$ cat config.mk
export PLATFORM = sky130hd
export DESIGN_NAME = div_seq
export DESIGN_NICKNAME = d
export VERILOG_FILES = /design/src/rtl/div_seq.sv
export SDC_FILE = /design/constraint.sdc
export NUM_CORES = 1
export LEC_CHECK = 0
export BUFFER_PORTS_ARGS = -buffer_cell sky130_fd_sc_hd__buf_2
export CAP_MARGIN = 0
export CORE_ASPECT_RATIO = 1.2
export CORE_UTILIZATION = 44
export CTS_BUF_LIST = sky130_fd_sc_hd__clkbuf_8
export DETAILED_ROUTE_END_ITERATION = 8
export PLACE_DENSITY_LB_ADDON = 0.1
export RECOVER_POWER = 50
export SYNTH_ARGS = -nofsm -noshare
export SYNTH_HDL_FRONTEND = slang
export SYNTH_SLANG_ARGS = --single-unit
export TNS_END_PERCENT = 30
$ cat constraint.sdc
create_clock -name clk -period 7 [get_ports clk]
set_input_delay 1.05 -clock clk [delete_from_list [all_inputs] [get_ports clk]]
set_output_delay 1.05 -clock clk [all_outputs]
set_load 0.05 [all_outputs]
$ cat src/rtl/div_seq.sv
// rtl/div_seq.sv - sequential 32-bit DIV/DIVU/REM/REMU unit that stalls the pipeline
// Restoring shift-subtract, one quotient bit per cycle; signs are fixed up on entry to DONE.
module div_seq (
  input  logic        clk,
  input  logic        rst,
  input  logic        start,
  input  logic [1:0]  op,
  input  logic [31:0] a,
  input  logic [31:0] b,
  input  logic        pipe_flush,
  output logic        stall,
  output logic        valid,
  output logic [31:0] y,
  output logic        busy
);

  typedef enum logic [1:0] {IDLE, CALC, DONE} state_t;

  state_t      state_q, state_d;
  logic [5:0]  cnt_q, cnt_d;
  logic [31:0] quo_q, quo_d;
  logic [31:0] rem_q, rem_d;
  logic [31:0] dvs_q, dvs_d;
  logic [31:0] res_q, res_d;
  logic [1:0]  op_q, op_d;
  logic        negq_q, negq_d;
  logic        negr_q, negr_d;

  logic        is_signed, a_neg, b_neg, div0, ovf;
  logic [31:0] a_mag, b_mag;
  logic [32:0] r_sh, diff;
  logic [31:0] q_step, r_step, q_fin, r_fin;

  always_comb begin
    is_signed = ~op[0];
    a_neg     = is_signed & a[31];
    b_neg     = is_signed & b[31];
    a_mag     = a_neg ? (~a + 32'd1) : a;
    b_mag     = b_neg ? (~b + 32'd1) : b;
    div0      = (b == 32'd0);
    ovf       = is_signed && (a == 32'h8000_0000) && (b == 32'hFFFF_FFFF);

    // One restoring step: bring in the next dividend bit, subtract if it fits.
    r_sh   = {rem_q, quo_q[31]};
    diff   = r_sh - {1'b0, dvs_q};
    q_step = {quo_q[30:0], ~diff[32]};
    r_step = diff[32] ? r_sh[31:0] : diff[31:0];
    q_fin  = negq_q ? (~q_step + 32'd1) : q_step;
    r_fin  = negr_q ? (~r_step + 32'd1) : r_step;
  end

  always_comb begin
    state_d = state_q;
    cnt_d   = cnt_q;
    quo_d   = quo_q;
    rem_d   = rem_q;
    dvs_d   = dvs_q;
    res_d   = res_q;
    op_d    = op_q;
    negq_d  = negq_q;
    negr_d  = negr_q;
    case (state_q)
      IDLE: begin
        if (start && !pipe_flush) begin
          op_d   = op;
          negq_d = a_neg ^ b_neg;
          negr_d = a_neg;
          quo_d  = a_mag;
          dvs_d  = b_mag;
          rem_d  = 32'd0;
          cnt_d  = 6'd0;
          if (div0) begin
            res_d   = op[1] ? a : 32'hFFFF_FFFF;
            state_d = DONE;
          end else if (ovf) begin
            res_d   = op[1] ? 32'd0 : 32'h8000_0000;
            state_d = DONE;
          end else begin
            state_d = CALC;
          end
        end
      end
      CALC: begin
        quo_d = q_step;
        rem_d = r_step;
        cnt_d = cnt_q + 6'd1;
        if (cnt_q == 6'd31) begin
          res_d   = op_q[1] ? r_fin : q_fin;
          state_d = DONE;
        end
      end
      DONE:    state_d = IDLE;
      default: state_d = IDLE;
    endcase
    if (pipe_flush) state_d = IDLE;
  end

  always_ff @(posedge clk or posedge rst) begin
    if (rst) begin
      state_q <= IDLE;
      cnt_q   <= 6'd0;
      quo_q   <= 32'd0;
      rem_q   <= 32'd0;
      dvs_q   <= 32'd0;
      res_q   <= 32'd0;
      op_q    <= 2'd0;
      negq_q  <= 1'b0;
      negr_q  <= 1'b0;
    end else begin
      state_q <= state_d;
      cnt_q   <= cnt_d;
      quo_q   <= quo_d;
      rem_q   <= rem_d;
      dvs_q   <= dvs_d;
      res_q   <= res_d;
      op_q    <= op_d;
      negq_q  <= negq_d;
      negr_q  <= negr_d;
    end
  end

  // Reset gates stall directly since a held start would otherwise assert it in IDLE.
  assign stall = !rst && (((state_q == IDLE) && start && !pipe_flush) || (state_q == CALC));
  assign valid = (state_q == DONE);
  assign y     = valid ? res_q : 32'd0;
  assign busy  = (state_q != IDLE);

endmodule
==> flow_metrics.py, run 1 <==
metrics = {
    "sta": {
        "skew_ns": 0.0167,
        "slew_headroom": -1.74,
        "fmax_ghz": 0.182,
        "finalSetupTns_ns": 0,
        "report.final.slew_viol_count": 125,
        "hold_violations": 0,
        "setup_ws_ns": 1.52,
        "hold_slack_ns": 0.483,
        "post-route-period-util": 0.783,
        "grt_setup_unrepaired": "false",
        "setup-violations-final": 0,
        "tightest_slew_ns": 4.09,
        "finalCriticalPeriod_ns": 5.48,
    },
    "yosys": {
        "synthArstFlopShare": 1.00,
        "yosys_warnings": 0,
        "syn-cell-area_um2": 11600,
        "ys_ff_latch": 139,
        "syn_avg_cell_area_um2": 7.80,
        "synth_cell_type_count": 79,
        "syn_nets": 1595,
        "syn_inst": 1486,
        "synth_edf_count": 0,
        "seq_area_frac_synth": 0.300,
        "synth_top_flop_cell": "dfrtp_1",
    },
    "finish": {
        "regArea_um2": 3480,
        "antenna_cells": 0,
        "nets": 1650,
        "synthToLayoutAreaGrowth_pct": 10.4,
        "n_fill_cell": 2572,
        "drive_above_1_share": 0.118,
        "multi_input_area_um2": 7590,
    },
    "setup_path": {
        "critPathRequiredTime_ns": 7.34,
        "crit_fanout": 15,
        "slowest_stage": "dfrtp_1",
        "crit_arrival_ns": 5.82,
        "cp_cell_sequence": "inv_1 -> ha_1 -> fa_1 -> and2b_1 -> o2111ai_1 -> a211oi_2 -> o21ai_2 -> a31oi_4 -> xor2_4 -> nand2_1 -> o21ai_0 -> ha_1 -> nand2b_1 -> nor4_1 -> mux2i_1 -> nand2_1 -> o21ai_0 -> or3_1 -> o21ai_0 -> xor2_1 -> o221ai_1",
        "worst_path_most_repeated_cell": "o21ai_0",
        "start_kind": "flop",
        "max_stage_delay_ns": 0.48,
        "worst-setup-path-type": "flop to flop",
        "crit_path_end_kind": "flop",
        "reg2reg_slack_ns": 1.52,
    },
    "min_path": {
        "hold_class": "flop to flop",
    },
    "outcome": {
        "violations": "capacitance limit, slew limit",
        "status": "finished, violations left",
    },
    "power": {
        "ir_worst_vdd_uv": 206,
        "power_per_cell_area_nw_per_um2": 426,
        "power_leakage_nw": 5.41,
    },
    "global_route": {
        "track_usage": 0.294,
        "grt_max_degree": 89,
        "grt_pass1_vias": 10700,
        "grt_pass1_wl_um": 61400,
        "antenna_found_initial": 0,
        "grt_overflow": 0,
    },
    "detailed_routing": {
        "vias": 11500,
        "wl_per_cell_um": 20.5,
        "first_iter_violations": 824,
        "routed_via_density": 6.08,
        "antenna_left": 0,
        "routed_wl_um": 38700,
        "drc": 0,
        "first_pass_iters": 5,
    },
    "die": {
        "start_util": 0.451,
        "die_area_um2": 27000,
        "fp.dieH_um": 180,
        "ios": 105,
        "core_area_um2": 25700,
        "rows": 64,
        "die_x_um": 150,
    },
    "clock_network": {
        "cts-htree-levels": 4,
        "cts_root_buf": "clkbuf_8",
        "cts_tree": "yes",
        "cts_setup_buffers": 0,
        "ctsResizeCount": 0,
        "clkTransAtPathRegs_ns": 0.09,
        "hold_buffers": 0,
        "clockBufferDepth": 2,
        "worstSkewPairLatency_ns": 0.48,
        "numClockSinks": 139,
        "numCtsBuffers": 17,
    },
    "placement": {
        "dp_worst_setup_slack_ns": 1.64,
        "io_buffers": 104,
        "gp_congestion": 0.934,
        "hpwl_um": 28800,
    },
    "run": {
        "maxCapViolations": 3,
    },
}
## registers in the layout, summed over array words and instances (netlist names)
signal   cells
dvs_q       32
quo_q       32
rem_q       32
res_q       32
cnt_q        6
state_q      2
negq_q       1
negr_q       1
op_q         1
## per-stage QoR
step | cells | total power [mW] | utilization | instance area (um^2)
3_5_place_dp | 1852 | 4.52 | 0.479 | 12300
5_1_grt | 1884 | 5.85 | 0.498 | 12800
6_report | 1884 | 5.45 | 0.498 | 12800
4_1_cts | 1884 | 5.41 | 0.499 | 12800
2_1_floorplan | 1486 | 3.67 | - | 11600
3_3_place_gp | 1852 | 4.52 | 0.479 | 12300
## layer usage
layer	share of wire	wire, um	track usage
met1	0.44	17200	0.398
met5	0	0	0
met4	0.033	1270	0.110
met2	0.47	18100	0.471
met3	0.055	2130	0.0414
## synthesized netlist by cell type, drive strengths merged, types with 36 or more instances
library cell / count / area (um^2)
o21ai: 197 / 990
nand2: 157 / 599
dfrtp: 139 / 3480
nor2: 115 / 432
a21oi: 97 / 497
xnor2: 73 / 639
xor2: 66 / 586
clkbuf: 62 / 233
inv: 55 / 206
nand3: 48 / 240
nor3: 45 / 230
ha: 38 / 475
and2: 36 / 225
## area by class of cell
cell class	count	area share
Clock buffer	19	0.0204
Clock inverter	13	0.0193
Inverter	56	0.0165
Multi-Input combinational cell	1210	0.593
Sequential cell	139	0.272
Tap cell	330	0.0322
Timing Repair Buffer	117	0.0473
## report_power, final
group          leakage (nW)  total [mW]  switching [mW]  internal (mW)
registers              1.76        1.36           0.307           1.05
clock network         0.260       0.857           0.343          0.513
logic                  3.39        3.23            2.06           1.18
total                  5.41        5.45            2.71           2.74
## worst max-delay path: cells and delay by family, from the launching register on
family	cells	cell delay [ns]
AOI/OAI and AO/OA	8	1.74
xor gates and xnor gates	2	0.64
adders and majority gates	3	0.96
buffers and inverters	1	0.10
DFF	1	0.48
muxes	1	0.15
and+or+nand+nor	6	1.28
## worst paths after layout
kind / from / to / depth (start not counted)
worst min-delay path: dvs_q[25] / dvs_q[25] / 2
min in group asynchronous: rst / cnt_q[2] / 2
worst min register to register: dvs_q[25] / dvs_q[25] / 2
max in group asynchronous: rst / rem_q[10] / 3
worst max register to register: quo_q[31] / res_q[26] / 21
worst max-delay path: quo_q[31] / res_q[26] / 21
## cells in the final DEF, fill, tap and decap left out, drive strengths merged, types with 7 or more instances in the layout
master  count
o21ai     197
nand2     157
dfrtp     139
nor2      115
buf       112
a21oi      97
xnor2      73
xor2       66
inv        58
nand3      48
nor3       45
ha         38
and2       36
a22oi      33
o31ai      28
mux2i      25
clkbuf     24
nand4      23
a31oi      23
o211ai     20
or3        18
nor4       17
nand2b     14
a21o       12
mux2       10
or4         9
o21a        8
o41ai       8
a211oi      8
or2         7
and3        7
o22ai       7
bufinv      7
## cell families after synthesis
kind of cell | Yosys count | share of synthesized area
muxes | 35 | 0.0313
adders and majority gates | 39 | 0.0427
buffers and inverters | 137 | 0.0479
DFF | 139 | 0.300
and+or+nand+nor | 518 | 0.219
AOI/OAI and AO/OA | 479 | 0.253
xor gates and xnor gates | 139 | 0.106
(Power assumes the default switching activity.)
==> inputs of run 2 (changes only) <==
==> constraint.sdc (replaced) <==
create_clock -name clk -period 5.22 [get_ports clk]
set_input_delay 0.783 -clock clk [delete_from_list [all_inputs] [get_ports clk]]
set_output_delay 0.783 -clock clk [all_outputs]
set_load 0.05 [all_outputs]
==> run 2 against run 1 <==
The run still ends with capacitance limit, slew limit left. Clock power up 8.5%. Register-to-register slack got worse by 1.1 ns. Sequential power increased by 32%. Via count decreased by 0.43%. Final area increased by 0.24%. Non-clock buffer count up 15.
==> flow_metrics.py, run 2 (same netlist as run 1, synthesis figures left out) <==
metrics = {
    "outcome": {
        "violations": "capacitance limit, slew limit",
        "status": "finished, violations left",
    },
    "setup_path": {
        "cp_cell_sequence": "inv_1 -> ha_1 -> fa_1 -> and2b_1 -> o2111ai_2 -> a211oi_2 -> o21ai_2 -> a31oi_4 -> xor2_4 -> buf_4 -> mux2_2 -> ha_2 -> nand2b_1 -> nor4_1 -> mux2i_1 -> nand2_1 -> o21ai_0 -> or3_1 -> o21ai_1 -> xor2_1 -> o221ai_1",
        "start_kind": "flop",
        "path_delay_family": "compound AO/OA/AOI/OAI gates",
        "path_buf_inv": 2,
        "timing.rr.start": "quo_q[31]",
        "crit_fanout": 5,
        "crit_path_start": "quo_q[31]",
        "worst-setup-path-type": "flop to flop",
        "slowest_stage": "or3_1",
        "max_stage_delay_ns": 0.45,
        "crit_arrival_ns": 5.16,
        "critPathRequiredTime_ns": 5.53,
        "crit_path_end_kind": "flop",
    },
    "placement": {
        "hpwl_um": 28800,
        "dp_worst_setup_slack_ns": 0.229,
        "post_dp_cell_area_um2": 12400,
        "gp_congestion": 0.928,
        "io_buffers": 104,
        "dp_cells": 1859,
    },
    "sta": {
        "finalCriticalPeriod_ns": 4.85,
        "skew_ns": 0.0151,
        "setup_ws_ns": 0.371,
        "post-route-period-util": 0.929,
        "setup-violations-final": 0,
        "fmax_ghz": 0.206,
        "tightest_slew_ns": 2.53,
        "finalSetupTns_ns": 0,
        "grt_setup_unrepaired": "false",
        "report.final.slew_viol_count": 275,
        "slew_headroom": -0.685,
        "hold_violations": 0,
    },
    "global_route": {
        "track_usage": 0.290,
        "grt_pass1_vias": 10800,
        "antenna_found_initial": 0,
        "grt_overflow": 0,
        "grt_max_degree": 104,
        "grt_pass1_wl_um": 60500,
    },
    "detailed_routing": {
        "routed_via_density": 6.01,
        "wl_per_cell_um": 20.2,
        "routed_wl_um": 38400,
        "first_pass_iters": 5,
        "first_iter_violations": 887,
        "drc": 0,
        "antenna_left": 0,
        "vias": 11400,
    },
    "clock_network": {
        "cts_root_buf": "clkbuf_8",
        "numCtsBuffers": 17,
        "worstSkewPairLatency_ns": 0.47,
        "numClockSinks": 139,
        "cts-htree-levels": 4,
        "clkTransAtPathRegs_ns": 0.08,
        "cts_tree": "yes",
        "clockBufferDepth": 2,
    },
    "finish": {
        "fin_area_um2": 12800,
        "multi_input_area_um2": 7590,
        "nets": 1665,
        "synthToLayoutAreaGrowth_pct": 10.7,
        "regArea_um2": 3480,
        "stdcell_count": 1899,
        "antenna_cells": 0,
        "final_common_cell": "o21ai_0",
        "final_cell_mix": "o21ai_0 (190), nand2_1 (155), dfrtp_1 (138)",
        "n_fill_cell": 2620,
        "drive_above_1_share": 0.129,
    },
    "min_path": {
        "hold_class": "flop to flop",
        "hp-start": "dvs_q[27]",
    },
    "power": {
        "ir_worst_vdd_uv": 378,
        "power_per_cell_area_nw_per_um2": 562,
        "power_leakage_nw": 5.43,
    },
    "die": {
        "ios": 105,
        "die_x_um": 150,
        "core_area_um2": 25700,
        "fp.dieH_um": 180,
        "die_area_um2": 27000,
        "rows": 64,
        "start_util": 0.451,
    },
    "run": {
        "maxCapViolations": 5,
    },
}
## run 2: cell count changes in the layout (fill, tap and decap cells not counted), sizes merged
cell	delta
inv	-4
bufinv	-5
buf	+14
clkinv	+6
clkinvlp	+1
clkbuf	+3
## run 2: timing repair
action | in CTS | in global routing
gates resized for setup | 0 | 5
buffers inserted | 0 | 8
hold buffers | 0 | 0
setup endpoints to repair | 0 | 6
## run 2: worst paths after layout
path | endpoint | slack, ns | cells past startpoint
worst max-delay path | res_q[26] | 0.37 | 21
worst min-delay path | dvs_q[27] | 0.48 | 2
worst max register to register | res_q[26] | 0.37 | 21
worst min register to register | dvs_q[27] | 0.48 | 2
max in group asynchronous | rem_q[0] | 1.11 | 3
min in group asynchronous | state_q[1] | 1.04 | 2
## run 2: worst register-to-register path: stages (launching register included)
cell and delay [ns]:
dfrtp_1 0.35, inv_1 0.06, ha_1 0.22, fa_1 0.41, and2b_1 0.25, o2111ai_2 0.17
a211oi_2 0.35, o21ai_2 0.17, a31oi_4 0.31, xor2_4 0.23, buf_4 0.15, mux2_2 0.17
ha_2 0.21, nand2b_1 0.08, nor4_1 0.21, mux2i_1 0.14, nand2_1 0.16, o21ai_0 0.15
or3_1 0.45, o21ai_1 0.17, xor2_1 0.17, o221ai_1 0.14
## run 2: metrics by stage
step / util / hold WS [ns] / total power [mW]
final: 0.499 / 0.483 / 7.21
after global routing: 0.499 / 0.500 / 7.74
after CTS: 0.498 / 0.488 / 7.07
after detailed placement: 0.482 / 0.472 / 6.10
after global placement: 0.482 / 0.463 / 6.11
after floorplan: - / 0.442 / 4.92
## run 2: layer usage
metal / track usage / wire length, um / vias up
li1: - / - / 5506
met1: 0.394 / 17400 / 5489
met2: 0.465 / 18000 / 354
met3: 0.0332 / 1710 / 58
met4: 0.118 / 1310 / 0
met5: 0 / 0 / -
## run 2: report_power, final
part | total (mW) | leakage (nW) | switching [mW] | internal (mW)
Sequential | 1.80 | 1.76 | 0.387 | 1.41
Clock | 0.930 | 0.207 | 0.458 | 0.472
Combinational | 4.48 | 3.46 | 2.79 | 1.69
Total | 7.21 | 5.43 | 3.64 | 3.57
## run 2: final cells by class
| class | count | share of cell area |
|---|---|---|
| Sequential cell | 139 | 0.271 |
| Inverter | 56 | 0.0167 |
| Timing Repair Buffer | 132 | 0.0566 |
| Tap cell | 330 | 0.0322 |
| Clock buffer | 21 | 0.0225 |
| Multi-Input combinational cell | 1210 | 0.592 |
| Clock inverter | 11 | 0.00916 |
==> inputs of run 3 (changes only) <==
--- a/config.mk
+++ b/config.mk
@@ -7,9 +7,10 @@
 export LEC_CHECK = 0
 export BUFFER_PORTS_ARGS = -buffer_cell sky130_fd_sc_hd__buf_2
 export CAP_MARGIN = 0
-export CORE_ASPECT_RATIO = 1.2
+export CORE_MARGIN = 2
 export CORE_UTILIZATION = 44
 export CTS_BUF_LIST = sky130_fd_sc_hd__clkbuf_8
+export CTS_CLUSTER_DIAMETER = 50
 export DETAILED_ROUTE_END_ITERATION = 8
 export PLACE_DENSITY_LB_ADDON = 0.1
 export RECOVER_POWER = 50
==> run 3 against run 2 <==
The run still ends with capacitance limit, slew limit left. Count of clock-buffer cells in the layout fell by 4. Global-route usage rose by 0.51 points. Final area rose by 0.11%. Fmax fell by 0.84%. Core utilization fell by 0.49 points. Via count rose by 1.5%. Worst hold slack got worse by 0.00059 ns. Sequential power barely moved. Sequential share of layout area barely moved. Wire length rose by 6.0%. Clock skew barely moved. Non-clock buffer count fell by 1. Largest cell class unchanged.
==> flow_metrics.py, run 3 (same netlist as run 1, synthesis figures left out) <==
metrics = {
    "outcome": {
        "status": "finished, violations left",
        "violations": "capacitance limit, slew limit",
    },
    "sta": {
        "setup_ws_ns": 0.330,
        "slew_headroom": -0.646,
        "post-route-period-util": 0.937,
        "setup-violations-final": 0,
        "fmax_ghz": 0.204,
        "finalCriticalPeriod_ns": 4.89,
        "hold_slack_ns": 0.483,
        "finalSetupTns_ns": 0,
        "hold_violations": 0,
        "skew_ns": 0.0148,
        "report.final.slew_viol_count": 245,
        "tightest_slew_ns": 2.47,
    },
    "finish": {
        "n_fill_cell": 2618,
        "synthToLayoutAreaGrowth_pct": 10.8,
        "final_common_cell": "o21ai_0",
        "drive_above_1_share": 0.128,
        "nets": 1664,
        "utilization": 0.494,
        "stdcell_count": 1904,
        "final_cell_mix": "o21ai_0 (192), nand2_1 (155), dfrtp_1 (138)",
        "regArea_um2": 3480,
        "fin_area_um2": 12800,
        "multi_input_area_um2": 7590,
    },
    "setup_path": {
        "timing.rr.start": "quo_q[31]",
        "cp_cell_sequence": "inv_1 -> ha_1 -> fa_1 -> and2b_1 -> o2111ai_2 -> a211oi_2 -> o21ai_2 -> a31oi_4 -> xor2_4 -> nand2_1 -> o21ai_0 -> ha_2 -> nand2b_1 -> nor4_1 -> mux2i_1 -> nand2_1 -> o21ai_0 -> or3_1 -> o21ai_0 -> xor2_1 -> o221ai_1",
        "worst-setup-path-type": "flop to flop",
        "r2r_cells": 21,
        "crit_fanout": 7,
        "reg2reg_slack_ns": 0.33,
        "crit_arrival_ns": 5.21,
        "slowest_stage": "or3_1",
        "crit_path_start": "quo_q[31]",
        "start_kind": "flop",
        "max_stage_delay_ns": 0.45,
        "critPathRequiredTime_ns": 5.54,
        "worst_path_most_repeated_cell": "o21ai_0",
        "crit_path_end_kind": "flop",
    },
    "placement": {
        "dp_cells": 1869,
        "io_buffers": 104,
        "dp_worst_setup_slack_ns": 0.283,
        "gp_congestion": 0.921,
        "post_dp_cell_area_um2": 12400,
        "hpwl_um": 30700,
    },
    "die": {
        "core_area_um2": 26000,
        "ios": 105,
        "start_util": 0.446,
        "fp.dieH_um": 166,
        "die_x_um": 166,
        "rows": 59,
        "die_area_um2": 27700,
    },
    "clock_network": {
        "numClockSinks": 139,
        "cts_tree": "yes",
        "numCtsBuffers": 17,
        "cts_root_buf": "clkbuf_8",
        "clkTransAtPathRegs_ns": 0.09,
        "hold_buffers": 0,
        "cts-htree-levels": 4,
        "clockBufferDepth": 2,
        "worstSkewPairLatency_ns": 0.47,
    },
    "detailed_routing": {
        "routed_via_density": 6.08,
        "first_iter_violations": 1140,
        "first_pass_iters": 5,
        "wl_per_cell_um": 21.4,
        "vias": 11600,
        "routed_wl_um": 40700,
        "antenna_left": 0,
        "drc": 0,
    },
    "global_route": {
        "track_usage": 0.295,
        "grt_pass1_vias": 10900,
        "antenna_found_initial": 1,
        "grt_overflow": 0,
        "grt_pass1_wl_um": 64000,
        "grt_max_degree": 81,
    },
    "power": {
        "finalPower_mw": 7.31,
        "power_leakage_nw": 5.44,
        "ir_worst_vdd_uv": 242,
        "power_per_cell_area_nw_per_um2": 569,
    },
    "min_path": {
        "min_delay_path_depth": 2,
        "hp-start": "res_q[1]",
        "hold_class": "flop to flop",
    },
    "run": {
        "maxCapViolations": 5,
    },
}
-- run 3: cell count changes in the layout (fill, tap and decap cells not counted), sizes merged --
cell / previous run / this run
diode: 0 / 1
clkbuf: 27 / 22
clkinv: 8 / 6
inv: 54 / 60
clkinvlp: 3 / 2
bufinv: 2 / 3
-- run 3: final timing paths --
check	endpoint
max	res_q[26]
min	res_q[1]
max reg2reg	res_q[26]
min reg2reg	res_q[1]
max in group asynchronous	rem_q[13]
min in group asynchronous	cnt_q[4]
-- run 3: worst max-delay path, delay by kind of cell, from the launching register on --
family / cells / cell delay [ns]
DFF: 1 / 0.35
adders and majority gates: 3 / 0.89
and+or+nand+nor: 6 / 1.24
xor gates and xnor gates: 2 / 0.45
muxes: 1 / 0.13
buffers and inverters: 1 / 0.06
AOI/OAI and AO/OA: 8 / 1.60
-- run 3: layout make-up --
class                   instances  share of cell area
diodes                          1            0.000195
repair buffers                131              0.0561
clock inverters                15              0.0147
well taps                     335              0.0326
clock buffers                  17              0.0182
inverters                      56              0.0165
multi-input cells            1210               0.591
flip-flops and latches        139               0.271
-- run 3: power by group --
part	internal, mW	switching [mW]
combinational	1.63	2.90
clock	0.484	0.504
sequential	1.41	0.384
-- run 3: layer usage --
metal  part of all wire  GRT usage  wire length, um
met5                  0          0                0
met1               0.48      0.440            19400
met3              0.077     0.0603             3120
met4              0.024     0.0911              996
met2               0.42      0.427            17300
-- run 3: what timing repair did --
action,CTS,global route
endpoints found under the setup margin,0,2
buffers inserted,0,2
gates resized for setup,0,3
